File: src/rtl/memory_layer_controller.sv
// Sequencer for one learning step of a self-organising memory layer: it either inserts a new
// node, or scans for the two nearest nodes and updates them. It drives all memory and mux strobes.
module memory_layer_controller #(
  parameter int unsigned CNT_W     = 8,
  parameter int unsigned MAX_NODES = 64,
  parameter int unsigned READ_LAT  = 1
) (
  input  logic             clk,
  input  logic             rst_n,
  input  logic             start,
  input  logic             finish_req,
  input  logic [CNT_W-1:0] node_count,
  input  logic             cmp_gt,
  output logic             busy,
  output logic             done,
  output logic             overflow,
  output logic             ld_upcounter,
  output logic             en_upcounter,
  output logic             en_node_counter,
  output logic             en_connection,
  output logic             en_2min,
  output logic             learning_done,
  output logic             X_c,
  output logic             C_c,
  output logic             W_c,
  output logic             T_c,
  output logic             M_c,
  output logic             rd_wr,
  output logic [1:0]       mux1_sel,
  output logic [1:0]       mux2_sel,
  output logic [1:0]       mux3_sel,
  output logic [1:0]       mux4_sel,
  output logic [1:0]       mux5_sel,
  output logic [1:0]       mux6_sel,
  output logic [1:0]       demux_sel
);

  typedef enum logic [3:0] {
    StIdle, StChk, StIns, StScan, StDrain, StCmp, StRd1, StRd2, StUpd, StConn, StFin
  } state_e;

  localparam logic [2:0]       LatM1 = 3'(READ_LAT - 1);
  localparam logic [2:0]       Lat   = 3'(READ_LAT);
  localparam logic [CNT_W-1:0] Full  = CNT_W'(MAX_NODES);
  localparam logic [CNT_W-1:0] One   = CNT_W'(1);

  state_e              state_q, state_d;
  logic [CNT_W-1:0]    cnt_q, cnt_d;
  logic [CNT_W-1:0]    scan_q, scan_d;
  logic [2:0]          tmr_q, tmr_d;
  logic [READ_LAT-1:0] dl_q, dl_d;
  logic                overflow_q, overflow_d;
  logic                ldone_q, ldone_d;

  // Read-issue strobe delayed so en_2min lines up with the ED results of each scanned node.
  always_comb begin
    dl_d    = '0;
    dl_d[0] = (state_q == StScan);
    for (int i = 1; i < int'(READ_LAT); i++) begin
      dl_d[i] = dl_q[i-1];
    end
  end

  assign en_2min       = dl_q[READ_LAT-1];
  assign overflow      = overflow_q;
  assign learning_done = ldone_q;

  always_comb begin
    state_d         = state_q;
    cnt_d           = cnt_q;
    scan_d          = scan_q;
    tmr_d           = tmr_q;
    overflow_d      = overflow_q;
    ldone_d         = 1'b0;
    busy            = 1'b0;
    done            = 1'b0;
    ld_upcounter    = 1'b0;
    en_upcounter    = 1'b0;
    en_node_counter = 1'b0;
    en_connection   = 1'b0;
    X_c             = 1'b0;
    C_c             = 1'b0;
    W_c             = 1'b0;
    T_c             = 1'b0;
    M_c             = 1'b0;
    rd_wr           = 1'b0;
    mux1_sel        = 2'd0;
    mux2_sel        = 2'd0;
    mux3_sel        = 2'd0;
    mux4_sel        = 2'd0;
    mux5_sel        = 2'd0;
    mux6_sel        = 2'd0;
    demux_sel       = 2'd0;

    if (state_q != StIdle && state_q != StFin) busy = 1'b1;

    unique case (state_q)
      StIdle: begin
        if (start) state_d = StChk;
        else if (finish_req) ldone_d = 1'b1;
      end
      StChk: begin
        cnt_d = node_count;
        if (node_count == '0) begin
          state_d = StIns;
        end else begin
          ld_upcounter = 1'b1;
          scan_d       = '0;
          state_d      = StScan;
        end
      end
      StIns: begin
        if (cnt_q < Full) begin
          rd_wr           = 1'b1;
          X_c             = 1'b1;
          C_c             = 1'b1;
          W_c             = 1'b1;
          T_c             = 1'b1;
          M_c             = 1'b1;
          en_node_counter = 1'b1;
        end else begin
          overflow_d = 1'b1;
        end
        state_d = StFin;
      end
      StScan: begin
        W_c          = 1'b1;
        mux1_sel     = 2'd1;
        en_upcounter = 1'b1;
        scan_d       = scan_q + One;
        if (scan_q + One == cnt_q) begin
          tmr_d   = '0;
          state_d = StDrain;
        end
      end
      StDrain: begin
        if (tmr_q == LatM1) state_d = StCmp;
        else tmr_d = tmr_q + 3'd1;
      end
      StCmp: begin
        mux5_sel = 2'd2;
        mux6_sel = 2'd2;
        tmr_d    = '0;
        state_d  = cmp_gt ? StIns : StRd1;
      end
      StRd1: begin
        mux1_sel  = 2'd2;
        W_c       = 1'b1;
        T_c       = 1'b1;
        M_c       = 1'b1;
        demux_sel = 2'd1;
        if (tmr_q == Lat) begin
          tmr_d   = '0;
          state_d = (cnt_q == One) ? StUpd : StRd2;
        end else begin
          tmr_d = tmr_q + 3'd1;
        end
      end
      StRd2: begin
        mux1_sel  = 2'd3;
        W_c       = 1'b1;
        demux_sel = 2'd2;
        if (tmr_q == Lat) begin
          tmr_d   = '0;
          state_d = StUpd;
        end else begin
          tmr_d = tmr_q + 3'd1;
        end
      end
      StUpd: begin
        rd_wr = 1'b1;
        if (tmr_q == '0) begin
          mux1_sel = 2'd2;
          mux2_sel = 2'd1;
          mux3_sel = 2'd2;
          mux4_sel = 2'd1;
          W_c      = 1'b1;
          T_c      = 1'b1;
          M_c      = 1'b1;
          if (cnt_q == One) state_d = StConn;
          else tmr_d = 3'd1;
        end else begin
          mux1_sel = 2'd3;
          mux2_sel = 2'd2;
          W_c      = 1'b1;
          state_d  = StConn;
        end
      end
      StConn: begin
        en_connection = (cnt_q >= CNT_W'(2));
        state_d       = StFin;
      end
      StFin: begin
        done    = 1'b1;
        state_d = StIdle;
      end
      default: state_d = StIdle;
    endcase
  end

  always_ff @(posedge clk or negedge rst_n) begin
    if (!rst_n) begin
      state_q    <= StIdle;
      cnt_q      <= '0;
      scan_q     <= '0;
      tmr_q      <= '0;
      dl_q       <= '0;
      overflow_q <= 1'b0;
      ldone_q    <= 1'b0;
    end else begin
      state_q    <= state_d;
      cnt_q      <= cnt_d;
      scan_q     <= scan_d;
      tmr_q      <= tmr_d;
      dl_q       <= dl_d;
      overflow_q <= overflow_d;
      ldone_q    <= ldone_d;
    end
  end

endmodule

File: config.mk
export PLATFORM = sky130hd
export DESIGN_NAME = memory_layer_controller
export DESIGN_NICKNAME = d
export VERILOG_FILES = /design/src/rtl/memory_layer_controller.sv
export SDC_FILE = /design/constraint.sdc
export NUM_CORES = 1
export LEC_CHECK = 0
export CAP_MARGIN = 20
export CORE_UTILIZATION = 45
export CTS_CLUSTER_DIAMETER = 80
export DETAILED_ROUTE_END_ITERATION = 12
export GPL_TIMING_DRIVEN = 0
export PLACE_DENSITY_LB_ADDON = 0.05
export REMOVE_ABC_BUFFERS = 1
export SLEW_MARGIN = 20
export SYNTH_ARGS = -nofsm -noshare
export SYNTH_HDL_FRONTEND = slang
export SYNTH_SLANG_ARGS = --single-unit
File: constraint.sdc
create_clock -name clk -period 2.3 [get_ports clk]
set_input_delay 0.345 -clock clk [delete_from_list [all_inputs] [get_ports clk]]
set_output_delay 0.345 -clock clk [all_outputs]
set_load 0.01 [all_outputs]
## Word-level counts from Yosys, hierarchy flattened

Index checks and enable logic that the tools add are counted.

- Bitwise operators: 1
- Eq/ne operators: 24
- Reductions and logical operators: 14
- Add/sub/neg operators: 2
- Muxes and demuxes: 44
- Order comparisons: 2

Operators with widths:

| cell | number |
|---|---|
| case mux 4 bit (9 select lines) | 1 |
| 2-to-1 mux 4 bit | 8 |
| 2-to-1 mux 3 bit | 6 |
| equality test 4 x 3 -> 1 bit (second input constant) | 4 |
| 2-to-1 mux 1 bit | 16 |
| != test 2 bit (second input constant) | 8 |
| case mux 8 bit (2 select lines) | 1 |
| case mux 3 bit (5 select lines) | 1 |
| equality test 4 bit (second input constant) | 3 |
| 2-to-1 mux 2 bit | 5 |
| adder 8 x 1 -> 8 bit (second input constant) | 1 |
| equality test 4 x 2 -> 1 bit (second input constant) | 2 |
| equality test 8 x 1 -> 1 bit (second input constant) | 1 |
| equality test 8 bit | 1 |
| greater-or-equal comparator 8 x 2 -> 1 bit (second input constant) | 1 |
| logical NOT 8 bit | 1 |
| < comparator 8 x 7 -> 1 bit (second input constant) | 1 |
| 2-to-1 mux 8 bit | 1 |
| case mux 2 bit (4 select lines) | 1 |
| AND reduction 6 bit | 1 |
| AND reduction 5 bit | 1 |
| nonzero test 5 bit | 1 |
| equality test 4 x 1 -> 1 bit (second input constant) | 1 |
| logical NOT 4 bit | 1 |
| other kinds (16) | 19 |

- Input port bits: 13
- Register bits after elaboration: 26

## Depth between registers and ports, before layout

Gate-level depths: netlist of run 1.

- Depth after elaboration: 4
- Gate-level depth with buffers: 8

## Least setup slack after synthesis of run 1

No wires, ideal clock.

- Kind: reg-to-reg
- Start: reg scan_q[0]
- End: reg tmr_q[0]
- Slack: 0.208 ns
- Clock period less this slack: 2.092 ns
- Library setup time: 0.125 ns
- Arrival: 1.967 ns
- Cell stages (with the launch flop): 7
- Buffers on the path: 0
- Path through: dfrtp_1 -> ha_1 -> xor2_1 -> a2111oi_1 -> a41oi_1 -> nor2_1 -> mux2_2

- Longest elaborated chain between the ends: 4

Ends and longest elaborated chain:

| item | line | RTL |
|---|---|---|
| from (decl) | 49 | `logic [CNT_W-1:0] scan_q, scan_d;` |
| from (signal assigned) | 213 | `scan_q <= scan_d;` |
| adder 8 x 1 -> 8 bit | 131 | `if (scan_q + One == cnt_q) begin` |
| equality test 8 bit | 131 |  |
| != test 2 x 1 -> 1 bit (no line) | - |  |
| AND reduction 5 bit (no line) | - |  |
| to (signal assigned) | 214 | `tmr_q <= tmr_d;` |
| to (decl) | 50 | `logic [2:0] tmr_q, tmr_d;` |

Every way passes these cells.
A chain may end at the register's enable or synchronous reset.

## Final worst setup path of run 1

Same ends and word-level chain as after synthesis.

==> metrics.md, run 1 <==
| Metric | Value |
|---|---|
| Area grow syn2layout | 35.3% |
| Die Ht | 66.6 µm |
| Total track usage | 22.1% |
| Num ports | 42 |
| H-tree lvl count | 1 |
| Yosys warning count | 0 |
| Critical Path Start Type | flip-flop |
| Synth area leaders | dfrtp_1 (35%), mux2_2 (5.4%), nor2_1 (4.2%) |
| Seq/Total Area, Yosys | 34.6% |
| Final setup violation count | 0 |
| Fillcell total | 344 |
| Post-Syn Instances | 204 |
| Clock buffer count from CTS | 3 |
| Vias in the first global route | 1611 |
| LEAKAGE | 1.09 nW |
| Mean routed wirelength per cell | 16.0 µm |
| Grt ovf | 0 |
| # rows | 23 |
| Max cap viols | 0 |
| DRT iter0 DRCs | 78 |
| Most used DFF post-synth | dfrtp_1 |
| Post-synth EDFFs | 0 |
| Grt met1 use | 30.1% |
| CP Class | reg -> reg |
| Synth Register Bits | 26 |
| DP Wirelength | ~3.2 mm |
| Met3 usage | between 5 and 6% |
| Average size of a mapped cell | 9.21 µm² |
| Final hold viol count | 0 |
| Layout cell share with drive strength beyond 1 | between 30% and 40% |
| CP Data Arrival Time | 2.41 ns |
| Synth top area share | 34.6% |
| Global-route wire length before repair | around 7.5 mm |
| Clock-pin slew on the worst setup and hold paths | 0.09 ns |
| Vias per Instance | 5.68 |
| Final Power | 0.00337 W |
| Post-layout min period | around 2.3 ns |
| Worst Skew | 0.00319 ns |
| RSZ-0062 raised after global routing | true |
| ANT nets after route | 0 |
| R2R setup slack | 0.05 ns |
| Synth area leader | dfrtp_1 |
| TritonCTS clock tree | built |
| Async S/R FF share, synth | between 90% and 100% |
| GRT busiest layer | met2 |
| Final slew viol count | 0 |
| VDD IR max | 0.753 mV |
| Status | complete, no violations |
| Final Cell Area | between 2000 and 3000 µm² |
| Clk sink count | 26 |
| Crit Path Max Fanout | 8 |
| Root Driver | clkbuf_8 |
| Sequential standard cell area | between 600 and 700 µm² |
| Least-Margin Pin Slew | slightly below 0.6 ns |
| Slew margin rel. | 61.3% |
| Highest Clock Rate | around 0.44 GHz |
| GPL Wtd Cong | 0.861 |
| Drt pass-1 iters | 4 |
| Worst hold margin | 0.0652 ns |
| Post-synth top cells | dfrtp_1 (26), nor2_1 (21), o21ai_0 (14) |
| Count leader, synth | dfrtp_1 |
| Netlist cell types | 57 |
| CORE AREA | between 4000 and 5000 µm² |
| Initial cell density of the core | 47.0% |
| Met2 usage | 35.0% |
| Die area | 4440 µm² |
| Ant diodes | 0 |
| Number of port buffers | 37 |
| Routed wire length | 4.84 mm |
| Initial antenna violation count | 0 |
| Clk buf depth | 2 |
| Mapped Area | 1880 µm² |
| PD cells | 1320 nW/µm² |
| Vias | around 1700 |
| Hold WC Path Type | in -> async |
| Worst skew pair latency | 0.27 ns |
| Number of remaining DRC errors | 0 |
| Multi-input gate area | 1170 µm² |
| Tcrit/Tclk final | 97.9% |
| Setup crit end kind | flip-flop |
| Die W | roughly 67 µm |
| Post-layout nets | 270 |
| Worst EP required | 2.46 ns |
| Placed Area | 2160 µm² |
| Largest net degree at the start of global routing | 27 |
-- cell usage in the layout, fill, tap and decap left out, types with 3 or more instances in the layout --
master and count:
nand4_1 3, o41ai_1 4, xor2_1 3, dlygate4sd2_1 6
o21ai_0 14, nor3_1 3, ha_1 3, mux2_2 9
nor2_4 3, dfrtp_1 20, o31ai_1 6, nor2_1 17
nand2_1 11, buf_4 23, conb_1 4, dfrtp_2 5
inv_1 5, nor2b_1 3, nand3_1 4, xnor2_1 9
o211ai_1 3, buf_2 3, clkbuf_8 4, and3_1 3
a21oi_1 4, clkdlybuf4s50_1 27
-- registers in the layout (all words and copies together) (netlist names) --
register       count
cnt_q              8
en_2min            1
learning_done      1
overflow           1
scan_q             8
state_q            4
tmr_q              3
-- through the flow --
stage	setup TNS, ns	instances	utilization (%)	worst slack (ns)
after floorplan	-0.155	185	-	-0.155
after global placement	-3.85	272	54.1	-0.583
after detailed placement	-4.37	272	53.9	-0.567
after CTS	0	291	60.7	0.00797
after global routing	-0.106	302	63.6	-0.100
final	0	302	63.6	0.0488
-- final cells by class --
class                      count  area share, %
timing repair buffer          63           22.3
sequential                    26           26.0
tap                           50           2.46
multi-input combinational    153           46.1
clock buffer                   4           2.17
inverter                       6          0.984
-- metal layers --
layer | part of all wire (%) | up-vias
li1 | - | 816
met2 | 49 | 46
met5 | 0 | -
met3 | 5.3 | 6
met4 | 0.93 | 0
met1 | 45 | 848
-- logic make-up (layout without fill, tap and decap cells) --
logic type      after synthesis  count (layout)  synth area share [%]
flops                        26              26                  34.6
mux                          10              10                  5.93
buf+inv                      28              73                  9.79
compound gates               52              52                  20.1
simple gates                 71              71                  21.1
fa+ha+maj                     4               4                  2.66
xor+xnor                     12              12                  5.59
other cells                   1               4                 0.200
-- path summary, 6_finish.rpt --
check | startpoint | cells past startpoint | end
worst min-delay path | rst_n | 1 | scan_q[5]
worst max register to register | scan_q[0] | 6 | tmr_q[0]
worst max-delay path | scan_q[0] | 6 | tmr_q[0]
worst min register to register | overflow | 2 | overflow
min in group clk | overflow | 2 | overflow
max in group asynchronous | rst_n | 1 | state_q[2]
-- report_power, final --
part,internal [W],switching [W]
sequential,0.000631,0.000259
combinational,0.00113,0.00105
clock,0.000153,0.000141
-- what timing repair did --
action | in CTS | in global routing
gates resized for setup | 38 | 12
setup buffers | 15 | 11
gates cloned | 0 | 0
endpoints found under the setup margin | 26 | 13
pin swaps | 2 | 3
hold buffers | 0 | 0
-- worst max-delay path, stage by stage, from the launching register on --
cell and delay (ns):
dfrtp_2 0.47, ha_2 0.31, xor2_1 0.15, a2111oi_2 0.39
a41oi_2 0.27, nor2_1 0.19, mux2_2 0.35
Power figures use the tool's default switching activity.
==> run 2: changes to the inputs <==
--- a/config.mk
+++ b/config.mk
@@ -7,7 +7,6 @@
 export LEC_CHECK = 0
 export CAP_MARGIN = 20
 export CORE_UTILIZATION = 45
-export CTS_CLUSTER_DIAMETER = 80
 export DETAILED_ROUTE_END_ITERATION = 12
 export GPL_TIMING_DRIVEN = 0
 export PLACE_DENSITY_LB_ADDON = 0.05
==> results of run 2 <==
Final layout, timing and power as in run 1 (identical DEF).
==> run 3: changes to the inputs <==
--- a/config.mk
+++ b/config.mk
@@ -5,6 +5,7 @@
 export SDC_FILE = /design/constraint.sdc
 export NUM_CORES = 1
 export LEC_CHECK = 0
+export ABC_CLOCK_PERIOD_IN_PS = 2300
 export CAP_MARGIN = 20
 export CORE_UTILIZATION = 45
 export DETAILED_ROUTE_END_ITERATION = 12
==> results of run 3 <==
Final layout, timing and power as in run 1 (identical DEF).
